## src/rtl/pes_mul_result_buffer.sv

```systemverilog
// pes_mul_result_buffer
//
// Latency-tracking result buffer wrapped around a pipelined multiplier
// (pes_pipeline_mul). Operand pairs accepted on the s_* handshake go straight
// to the multiplier inputs. A one-bit tag per accepted pair rides a MUL_LAT-deep
// shift register alongside the multiplier pipeline. When a tag reaches the end
// of that register, mul_f is captured into a first-word-fall-through FIFO that
// feeds the m_* handshake.
//
// Admission is credit based. occupancy counts queued results plus products
// still inside the multiplier. A pair is accepted only while occupancy < DEPTH,
// so the FIFO cannot overflow even when the downstream stalls indefinitely.
//
// Parameters
//   WIDTH    operand / product width
//   MUL_LAT  cycles from operand-sampling edge to product valid on mul_f (>=1)
//   DEPTH    FIFO entries (power of 2, >=2)
//
// Ports
//   clk, rst          clock; synchronous active-high reset
//   s_valid/s_ready   operand handshake; s_a, s_b operands
//   mul_a, mul_b      combinational copies of s_a, s_b to the multiplier
//   mul_f             multiplier product
//   m_valid/m_ready   result handshake; m_data is the FIFO head (0 when empty)
//   occupancy         queued results plus in-flight products
//   issue_cnt         accepted pairs (16-bit, wraps)
//   done_cnt          popped results (16-bit, wraps)
//
// Optional feature: define PES_MULBUF_STATS_EN to build the issue/done
// counters. Without it both ports read 0 and no counter flops exist.

module pes_mul_result_buffer #(
    parameter int WIDTH   = 32,
    parameter int MUL_LAT = 3,
    parameter int DEPTH   = 8
) (
    input  logic                       clk,
    input  logic                       rst,
    input  logic                       s_valid,
    output logic                       s_ready,
    input  logic [WIDTH-1:0]           s_a,
    input  logic [WIDTH-1:0]           s_b,
    output logic [WIDTH-1:0]           mul_a,
    output logic [WIDTH-1:0]           mul_b,
    input  logic [WIDTH-1:0]           mul_f,
    output logic                       m_valid,
    input  logic                       m_ready,
    output logic [WIDTH-1:0]           m_data,
    output logic [$clog2(DEPTH):0]     occupancy,
    output logic [15:0]                issue_cnt,
    output logic [15:0]                done_cnt
);

    localparam int AW = $clog2(DEPTH);
    localparam int OW = AW + 1;

    // Number of products currently inside the multiplier. The true total
    // (count + in-flight) never exceeds DEPTH, so OW bits are enough.
    function automatic logic [OW-1:0] tag_count(input logic [MUL_LAT-1:0] t);
        logic [OW-1:0] n;
        n = '0;
        for (int i = 0; i < MUL_LAT; i++) begin
            n = n + OW'(t[i]);
        end
        return n;
    endfunction

    logic [MUL_LAT-1:0] tag;
    logic [WIDTH-1:0]   mem [DEPTH];
    logic [AW-1:0]      wr_ptr;
    logic [AW-1:0]      rd_ptr;
    logic [OW-1:0]      count;
    logic               fire_in;
    logic               push;
    logic               pop;

    assign mul_a = s_a;
    assign mul_b = s_b;

    assign occupancy = count + tag_count(tag);

    // Credit check uses registered state only; a pop in this same cycle is
    // deliberately not credited, which keeps s_ready off the m_ready path.
    assign s_ready = !rst && (occupancy < OW'(DEPTH));
    assign fire_in = s_valid && s_ready;

    assign m_valid = (count != '0);
    assign m_data  = m_valid ? mem[rd_ptr] : '0;
    assign pop     = m_valid && m_ready;

    // The product for a tag leaving the last stage is on mul_f right now.
    assign push = tag[MUL_LAT-1];

    // Tag pipe and FIFO control
    always_ff @(posedge clk) begin
        if (rst) begin
            tag    <= '0;
            wr_ptr <= '0;
            rd_ptr <= '0;
            count  <= '0;
        end else begin
            tag[0] <= fire_in;
            for (int i = 1; i < MUL_LAT; i++) begin
                tag[i] <= tag[i-1];
            end
            if (push) begin
                wr_ptr <= wr_ptr + AW'(1);
            end
            if (pop) begin
                rd_ptr <= rd_ptr + AW'(1);
            end
            count <= count + OW'(push) - OW'(pop);
        end
    end

    // FIFO storage (data only, no reset)
    always_ff @(posedge clk) begin
        if (push) begin
            mem[wr_ptr] <= mul_f;
        end
    end

`ifdef PES_MULBUF_STATS_EN
    logic [15:0] issue_q;
    logic [15:0] done_q;

    always_ff @(posedge clk) begin
        if (rst) begin
            issue_q <= '0;
            done_q  <= '0;
        end else begin
            if (fire_in) begin
                issue_q <= issue_q + 16'd1;
            end
            if (pop) begin
                done_q <= done_q + 16'd1;
            end
        end
    end

    assign issue_cnt = issue_q;
    assign done_cnt  = done_q;
`else
    assign issue_cnt = '0;
    assign done_cnt  = '0;
`endif

endmodule

```

## config.mk

```make
export PLATFORM = sky130hd
export DESIGN_NAME = pes_mul_result_buffer
export DESIGN_NICKNAME = d
export VERILOG_FILES = /design/src/rtl/pes_mul_result_buffer.sv
export SDC_FILE = /design/constraint.sdc
export NUM_CORES = 1
export LEC_CHECK = 0
export ABC_AREA = 1
export BUFFER_PORTS_ARGS = -buffer_cell sky130_fd_sc_hd__buf_2
export CAP_MARGIN = 20
export CELL_PAD_IN_SITES_DETAIL_PLACEMENT = 1
export CELL_PAD_IN_SITES_GLOBAL_PLACEMENT = 1
export CORE_ASPECT_RATIO = 0.8
export CORE_UTILIZATION = 43
export CTS_CLUSTER_SIZE = 20
export DETAILED_ROUTE_END_ITERATION = 6
export PLACE_DENSITY_LB_ADDON = 0.1
export SYNTH_ARGS = -nofsm -noshare
export SYNTH_HDL_FRONTEND = slang
export SYNTH_SLANG_ARGS = --single-unit
```

## constraint.sdc

```tcl
create_clock -name clk -period 3.63 [get_ports clk]
set_clock_uncertainty 0.05 [all_clocks]
set_input_delay 0.726 -clock clk [delete_from_list [all_inputs] [get_ports clk]]
set_output_delay 0.726 -clock clk [all_outputs]
set_load 0.05 [all_outputs]
```

# Word level (Yosys, flattened, before mapping)

Memory sizes are Yosys's and may differ from the RTL's. A register that Yosys moved wholly into a read port is not among the register bits.
Cells that the tools add are included.

Logic and storage cells: 23
Memories: 1
Input port bits: 100
Register bits: 13
Output and inout port bits: 134
Bits in writable memories: 256

Memory list:

| name | words | bits a word | read ports | clocked after memory_dff | wr ports | line | source |
|---|---|---|---|---|---|---|---|
| mem  | 8     | 32          | 1          | 1                        | 1        | 69   | `logic [WIDTH-1:0] mem [DEPTH];` |

Multiplexer cells: 5
Order comparisons: 1
Add/sub/neg operators: 7
Reductions and logical operators: 5

Operators with widths:

| kind                  | count |
|---|---|
| $mux W32              | 1 |
| $add A3 B1 Y3 const B | 2 |
| $mux W3               | 2 |
| $add A4 B1 Y4         | 1 |
| $add A4 B3 Y4         | 1 |
| $lt A4 B4 Y1 const B  | 1 |
| $reduce_bool A4 Y1    | 1 |
| $sub A4 B1 Y4         | 1 |
| $add A2 B1 Y3         | 1 |
| $logic_and A1 B1 Y1   | 3 |
| $add A1 B1 Y2         | 1 |
| $mux W1               | 2 |
| $logic_not A1 Y1      | 1 |

# Depth between registers and ports, before layout

Gate-level depths: netlist of run 1.

Word-level depth: 6
Gate-level depth with buffers: 12
Depth with buffers taken out: 12

# Worst setup path before layout of run 1

Ideal clock, no wire load.

Kind: flip-flop to output port
Start: register tag[0]
End: output port s_ready
Stages on the path, launching flop included: 8
Data required time: 2.854 ns
Data arrival time: 2.306 ns
Path buffers: 0
Slack: 0.548 ns
Cell sequence: dfxtp_1 fa_1 ha_1 nand3_1 nand2_1 nand2_1 nand2_1 nor2_1

Cells in the longest elaborated chain, start to end: 5

Ends and longest elaborated chain:

| element                          | line | source |
|---|---|---|
| start: declaration               | 68   | `logic [MUL_LAT-1:0] tag;` |
| start signal: assignment         | 102  | `tag[0] <= fire_in;` |
| start signal: indexed assignment | 104  | `tag[i] <= tag[i-1];` |
| $add A1 B1 Y2                    | 63   | `n = n + OW'(t[i]);` |
| $add A2 B1 Y3                    | 63   |  |
| $add A4 B3 Y4                    | 80   | `assign occupancy = count + tag_count(tag);` |
| named net occupancy[3]           | 49   | `output logic [$clog2(DEPTH):0] occupancy,` |
| $lt A4 B4 Y1                     | 84   | `assign s_ready = !rst && (occupancy < OW'(DEPTH));` |
| $logic_and A1 B1 Y1              | 84   |  |
| end: declaration                 | 40   | `output logic s_ready,` |

The timed path passes the listed nets, and every way through them passes these cells.

# Final worst setup path of run 1

Start: register count[2]
End: output port m_data[20]

Cells in the longest elaborated chain, start to end: 2

Ends and longest elaborated chain:

| element                  | line | source |
|---|---|---|
| start: declaration       | 72   | `logic [OW-1:0] count;` |
| start signal: assignment | 112  | `count <= count + OW'(push) - OW'(pop);` |
| $reduce_bool A4 Y1       | 87   | `assign m_valid = (count != '0);` |
| $mux W32                 | 88   | `assign m_data = m_valid ? mem[rd_ptr] : '0;` |
| end: declaration         | 48   | `output logic [WIDTH-1:0] m_data,` |

Every way passes these cells.

==> results.toml, run 1 <==
[status]
status = "completed"

[synth]
seq_area_frac_synth = 0.632
ys_types = 19
ys_warn_count = 0
syn_area_per_cell_um2 = 9.67
syn_inst = 1311
ys_ff_latch = 272
synth_area_um2 = 12700

[floorplan]
die_area_um2 = 30200
ioPinCount = 234
core_um2 = 28600
die_h_um = 156
placementRows = 55
die_w_um = 194
start_util = 0.443

[worst_hold_path]
holdCritPathClass = "in -> reg"

[global_routing]
grt_util_met3 = 0.0277
antenna_found_initial = 1
grtUsageMet2 = 0.349
gr-usage-all-layers = 0.195
grt_max_degree = 129
met1_usage = 0.251
grt-ovfl-total = 0
grt_pass1_wl_mm = 45.6
grt_pass1_vias = 8344
grt.busiest_layer = "met2"

[sta]
rsz0062_at_grt = "no"
tightest_slew_ps = 884
setup_violations = 0
fin_crit_sh = 0.886
tns_ps = 0
slew_violations = 0
maxClockFrequency_mhz = 311
hold_viol = 0
slew_headroom = 0.411
post-route-min-period_ps = 3220

[clock_tree]
clkTransAtPathRegs_ps = 60
cts_root_buf = "clkbuf_16"
hold_buffers = 0
cts_setup_buffers = 0
post_cts_resized = 0
insertion_delay_ps = 550
cts_max_level = 1
cts.sinks = 272
cts_buffers = 30
cts.path.max_buffers = 3
cts_tree = "done"

[cells_and_area]
layout-drive-gt1-share = 0.115
fillers = 3248
final_common_cell = "nand2_1"
final_cell_mix = "nand2_1, inv_1, edfxtp_1"
final_nets = 1431
syn_to_final_growth_pct = 9.12
diodes = 0

[detailed_routing]
vias = 8153
viasPerCell = 4.76
route.detailed.drc = 0
post_drt_wl_per_cell_um = 16.9
drtAntennaViolNets = 0
drt-initial-drc-count = 376
routed_wl_mm = 28.9
dr.pass1.iters = 4

[power]
vdd_drop_max_mv = 0.539
cellPowerDensity_nw_per_um2 = 704
power_uw = 9730
leakage_uw = 0.00629

[critical_path]
cp_data_arrival_time_ps = 2440
critPathLaunchType = "register"
cp-end-kind = "output port"
critPathMaxFanout = 19
path_class = "reg -> out"
required_ps = 2850

[run]
max-cap-violations = 0

[placed_design]
portBuffers = 73
dp_hpwl_mm = 16.2
gp_congestion = 0.733
-- cells by family (layout without fill, tap and decap cells) --
| family | after synthesis | in the layout | share of synthesized area |
|---|---|---|---|
| other cells | 1 | 32 | 0.000296 |
| fa+ha+maj | 12 | 12 | 0.0136 |
| simple gates | 591 | 591 | 0.192 |
| compound gates | 9 | 9 | 0.00355 |
| flops | 272 | 272 | 0.632 |
| xor+xnor | 2 | 2 | 0.00138 |
| buf+inv | 424 | 424 | 0.158 |
-- cells in the mapped netlist --
master | n | area, um^2
a21oi_1 | 6 | 30.0
buf_1 | 4 | 15.0
buf_2 | 37 | 185
buf_4 | 96 | 721
clkbuf_1 | 11 | 41.3
conb_1 | 1 | 3.75
dfxtp_1 | 16 | 320
edfxtp_1 | 256 | 7690
fa_1 | 3 | 60.1
ha_1 | 9 | 113
inv_1 | 274 | 1030
inv_2 | 2 | 7.51
nand2_1 | 339 | 1270
nand3_1 | 166 | 831
nor2_1 | 84 | 315
nor3_1 | 1 | 5.00
o21ai_0 | 3 | 15.0
or2_2 | 1 | 6.26
xor2_1 | 2 | 17.5
-- sequential cells by signal, indices dropped and copies added (netlist names), named ones only --
register,count
mem,256
count,4
rd_ptr,3
tag,3
wr_ptr,3
-- through the flow --
step	instances	cell area [um^2]	hold slack [ps]	util	worst slack, ps
floorplan	1342	12800	375	-	548
global route	1712	13800	336	0.483	274
global placement	1657	12900	387	0.452	936
finish	1712	13800	347	0.483	412
detailed placement	1657	12900	398	0.452	832
CTS	1712	13800	330	0.483	368
-- per-layer routing --
| metal | part of all wire | vias to the layer above | wire length [um] |
|---|---|---|---|
| met5 | 0.00035 | - | 10 |
| met4 | 0.020 | 2 | 585 |
| met3 | 0.029 | 56 | 831 |
| met2 | 0.49 | 125 | 14100 |
| met1 | 0.46 | 3998 | 13400 |
| li1 | - | 3972 | - |
-- where the power goes --
group / internal (uW) / switching (uW) / leakage [uW]
clock: 1520 / 1230 / 0.000436
sequential: 3490 / 48.6 / 0.00243
combinational: 821 / 2630 / 0.00342
total: 5820 / 3910 / 0.00629
-- cell type report --
cell class	instances	area, um^2	share of cell area
Sequential cell	272	8010	0.579
Multi-Input combinational cell	646	2850	0.206
Inverter	276	1040	0.0751
Clock buffer	35	769	0.0556
Timing Repair Buffer	93	578	0.0418
Tap cell	370	463	0.0335
Clock inverter	20	118	0.00850
-- worst max-delay path, cell delays in order (launching register included) --
cell,delay [ps]
dfxtp_1,380
inv_1,80
ha_1,210
nand3_2,420
buf_12,250
nand2_1,70
nor2_1,160
buf_2,300
-- final timing paths --
check | slack (ps) | startpoint | cells after the start | endpoint
max | 410 | count[2]$_SDFF_PP0_ | 7 | m_data[20]
min | 350 | s_valid | 3 | tag[0]$_SDFF_PP0_
max reg2reg | 840 | count[2]$_SDFF_PP0_ | 12 | count[2]$_SDFF_PP0_
min reg2reg | 400 | tag[0]$_SDFF_PP0_ | 2 | tag[1]$_SDFF_PP0_
Note: power is estimated with default switching activity, not from simulation.
==> inputs of run 2 (changes only) <==
==> constraint.sdc (replaced) <==
create_clock -name clk -period 3.63 [get_ports clk]
set_clock_uncertainty 0.05 [all_clocks]
set_input_delay 0.363 -clock clk [delete_from_list [all_inputs] [get_ports clk]]
set_output_delay 0.363 -clock clk [all_outputs]
set_load 0.05 [all_outputs]
==> run 2 against run 1 <==
  * Clock power rose by 4%
  * Combinational power down 2%
  * Die area unchanged
  * Non-clock buffer count unchanged
  * Cell area rose by 0.23%
  * Critical endpoint is now occupancy[2]
  * Critical path type unchanged
  * Clock-buffer cell count down 3
  * Highest routed layer unchanged
  * Global-route usage about the same
  * Power rose by 0.41%
==> results.toml, run 2 (synthesized netlist as in run 1, its figures left out) <==
[critical_path]
startpoint = "tag[0]$_SDFF_PP0_"
required_ps = 3220
critPathMaxFanout = 2
path_class = "reg -> out"
reg2regPathDepth = 12
ff2ff_setup_slack_ps = 1390
cp-endpoint = "occupancy[2]"
cp-end-kind = "output port"
r2r_end = "count[2]$_SDFF_PP0_"
r2r-start = "count[2]$_SDFF_PP0_"
critPathLaunchType = "register"
cp_data_arrival_time_ps = 2370

[placed_design]
portBuffers = 73
place_area_um2 = 12900
place_ws_ps = 1370
gp_congestion = 0.705
dp_hpwl_mm = 16.5
place_inst = 1656

[power]
power_uw = 9780
leakage_uw = 0.00630
vdd_drop_max_mv = 0.588
cellPowerDensity_nw_per_um2 = 705

[clock_tree]
cts.path.max_buffers = 3
insertion_delay_ps = 530
cts_tree = "done"
post_cts_resized = 0
cts_max_level = 1
cts_buffers = 29
cts.sinks = 272
clkTransAtPathRegs_ps = 60
cts_root_buf = "clkbuf_16"

[detailed_routing]
vias = 8207
routed_wl_mm = 28.7
post_drt_wl_per_cell_um = 16.8
viasPerCell = 4.81
drtAntennaViolNets = 0
drt-initial-drc-count = 340
route.detailed.drc = 0
dr.pass1.iters = 6

[floorplan]
core_um2 = 28600
ioPinCount = 234
start_util = 0.443
die_area_um2 = 30200
die_w_um = 194
die_h_um = 156
placementRows = 55

[sta]
fin_crit_sh = 0.767
slew_violations = 0
tightest_slew_ps = 672
hold_viol = 0
tns_ps = 0
post-route-min-period_ps = 2790
setup_violations = 0
rsz0062_at_grt = "no"
maxClockFrequency_mhz = 359
setup_ws_ps = 844
slew_headroom = 0.552

[run]
max-cap-violations = 0

[cells_and_area]
final_cell_area_um2 = 13900
fin_cells = 1707
largest_register_ffs = 256
largest-register = "mem"
final_nets = 1430
final_common_cell = "nand2_1"
syn_to_final_growth_pct = 9.38
reg_top3 = "mem (256), count (4)"
diodes = 0
final_cell_mix = "nand2_1, inv_1, edfxtp_1"
layout-drive-gt1-share = 0.108

[global_routing]
gr-usage-all-layers = 0.195
grt_max_degree = 129
grt_pass1_wl_mm = 45.7
grt_pass1_vias = 8436
antenna_found_initial = 1
grt-ovfl-total = 0

[status]
status = "completed"

[worst_hold_path]
holdCritPathClass = "in -> reg"
-- run 2: stage by stage --
step,hold WS (ps),utilization
floorplan,375,-
global placement,384,0.452
detailed placement,395,0.452
CTS,29.6,0.484
global route,42.7,0.484
finish,42.4,0.484
-- run 2: final cells by class --
type / count / area (um^2)
Inverter: 276 / 1040
Timing Repair Buffer: 93 / 581
Multi-Input combinational cell: 646 / 2850
Tap cell: 370 / 463
Clock buffer: 32 / 737
Clock inverter: 18 / 180
Fill cell: 3222 / 14800
Sequential cell: 272 / 8010
-- run 2: power breakdown --
group / total (uW) / leakage (uW) / internal (uW) / switching [uW]
clock: 2870 / 0.000445 / 1720 / 1150
combinational: 3370 / 0.00342 / 799 / 2570
sequential: 3530 / 0.00243 / 3490 / 44.1
total: 9780 / 0.00630 / 6010 / 3770
-- run 2: timing repair --
item,CTS,global route
hold buffers,1,0
buffers inserted,0,0
hold endpoints to repair,1,0
-- run 2: how the worst min path moves through the flow --
| stage | startpoint | endpoint | slack (ps) | depth (start not counted) |
|---|---|---|---|---|
| floorplan | tag[1]$_SDFF_PP0_ | tag[2]$_SDFF_PP0_ | 370 | 2 |
| global placement | tag[1]$_SDFF_PP0_ | tag[2]$_SDFF_PP0_ | 380 | 2 |
| detailed placement | tag[1]$_SDFF_PP0_ | tag[2]$_SDFF_PP0_ | 390 | 2 |
| CTS | mul_f[6] | mem[3][6]$_DFFE_PP_ | 30 | 1 |
| global route | mul_f[6] | mem[2][6]$_DFFE_PP_ | 40 | 1 |
| finish | mul_f[14] | mem[3][14]$_DFFE_PP_ | 40 | 1 |
-- run 2: per-layer routing --
layer / part of all wire / GRT usage
met1: 0.45 / 0.258
met2: 0.48 / 0.340
met3: 0.044 / 0.0275
met4: 0.023 / 0.0499
met5: 0.00042 / 0
-- run 2: worst max-delay path: stages (launching register included) --
cell and delay (ps):
dfxtp_1 320, fa_1 480, ha_1 220, fa_1 400, xor2_1 140, buf_2 280
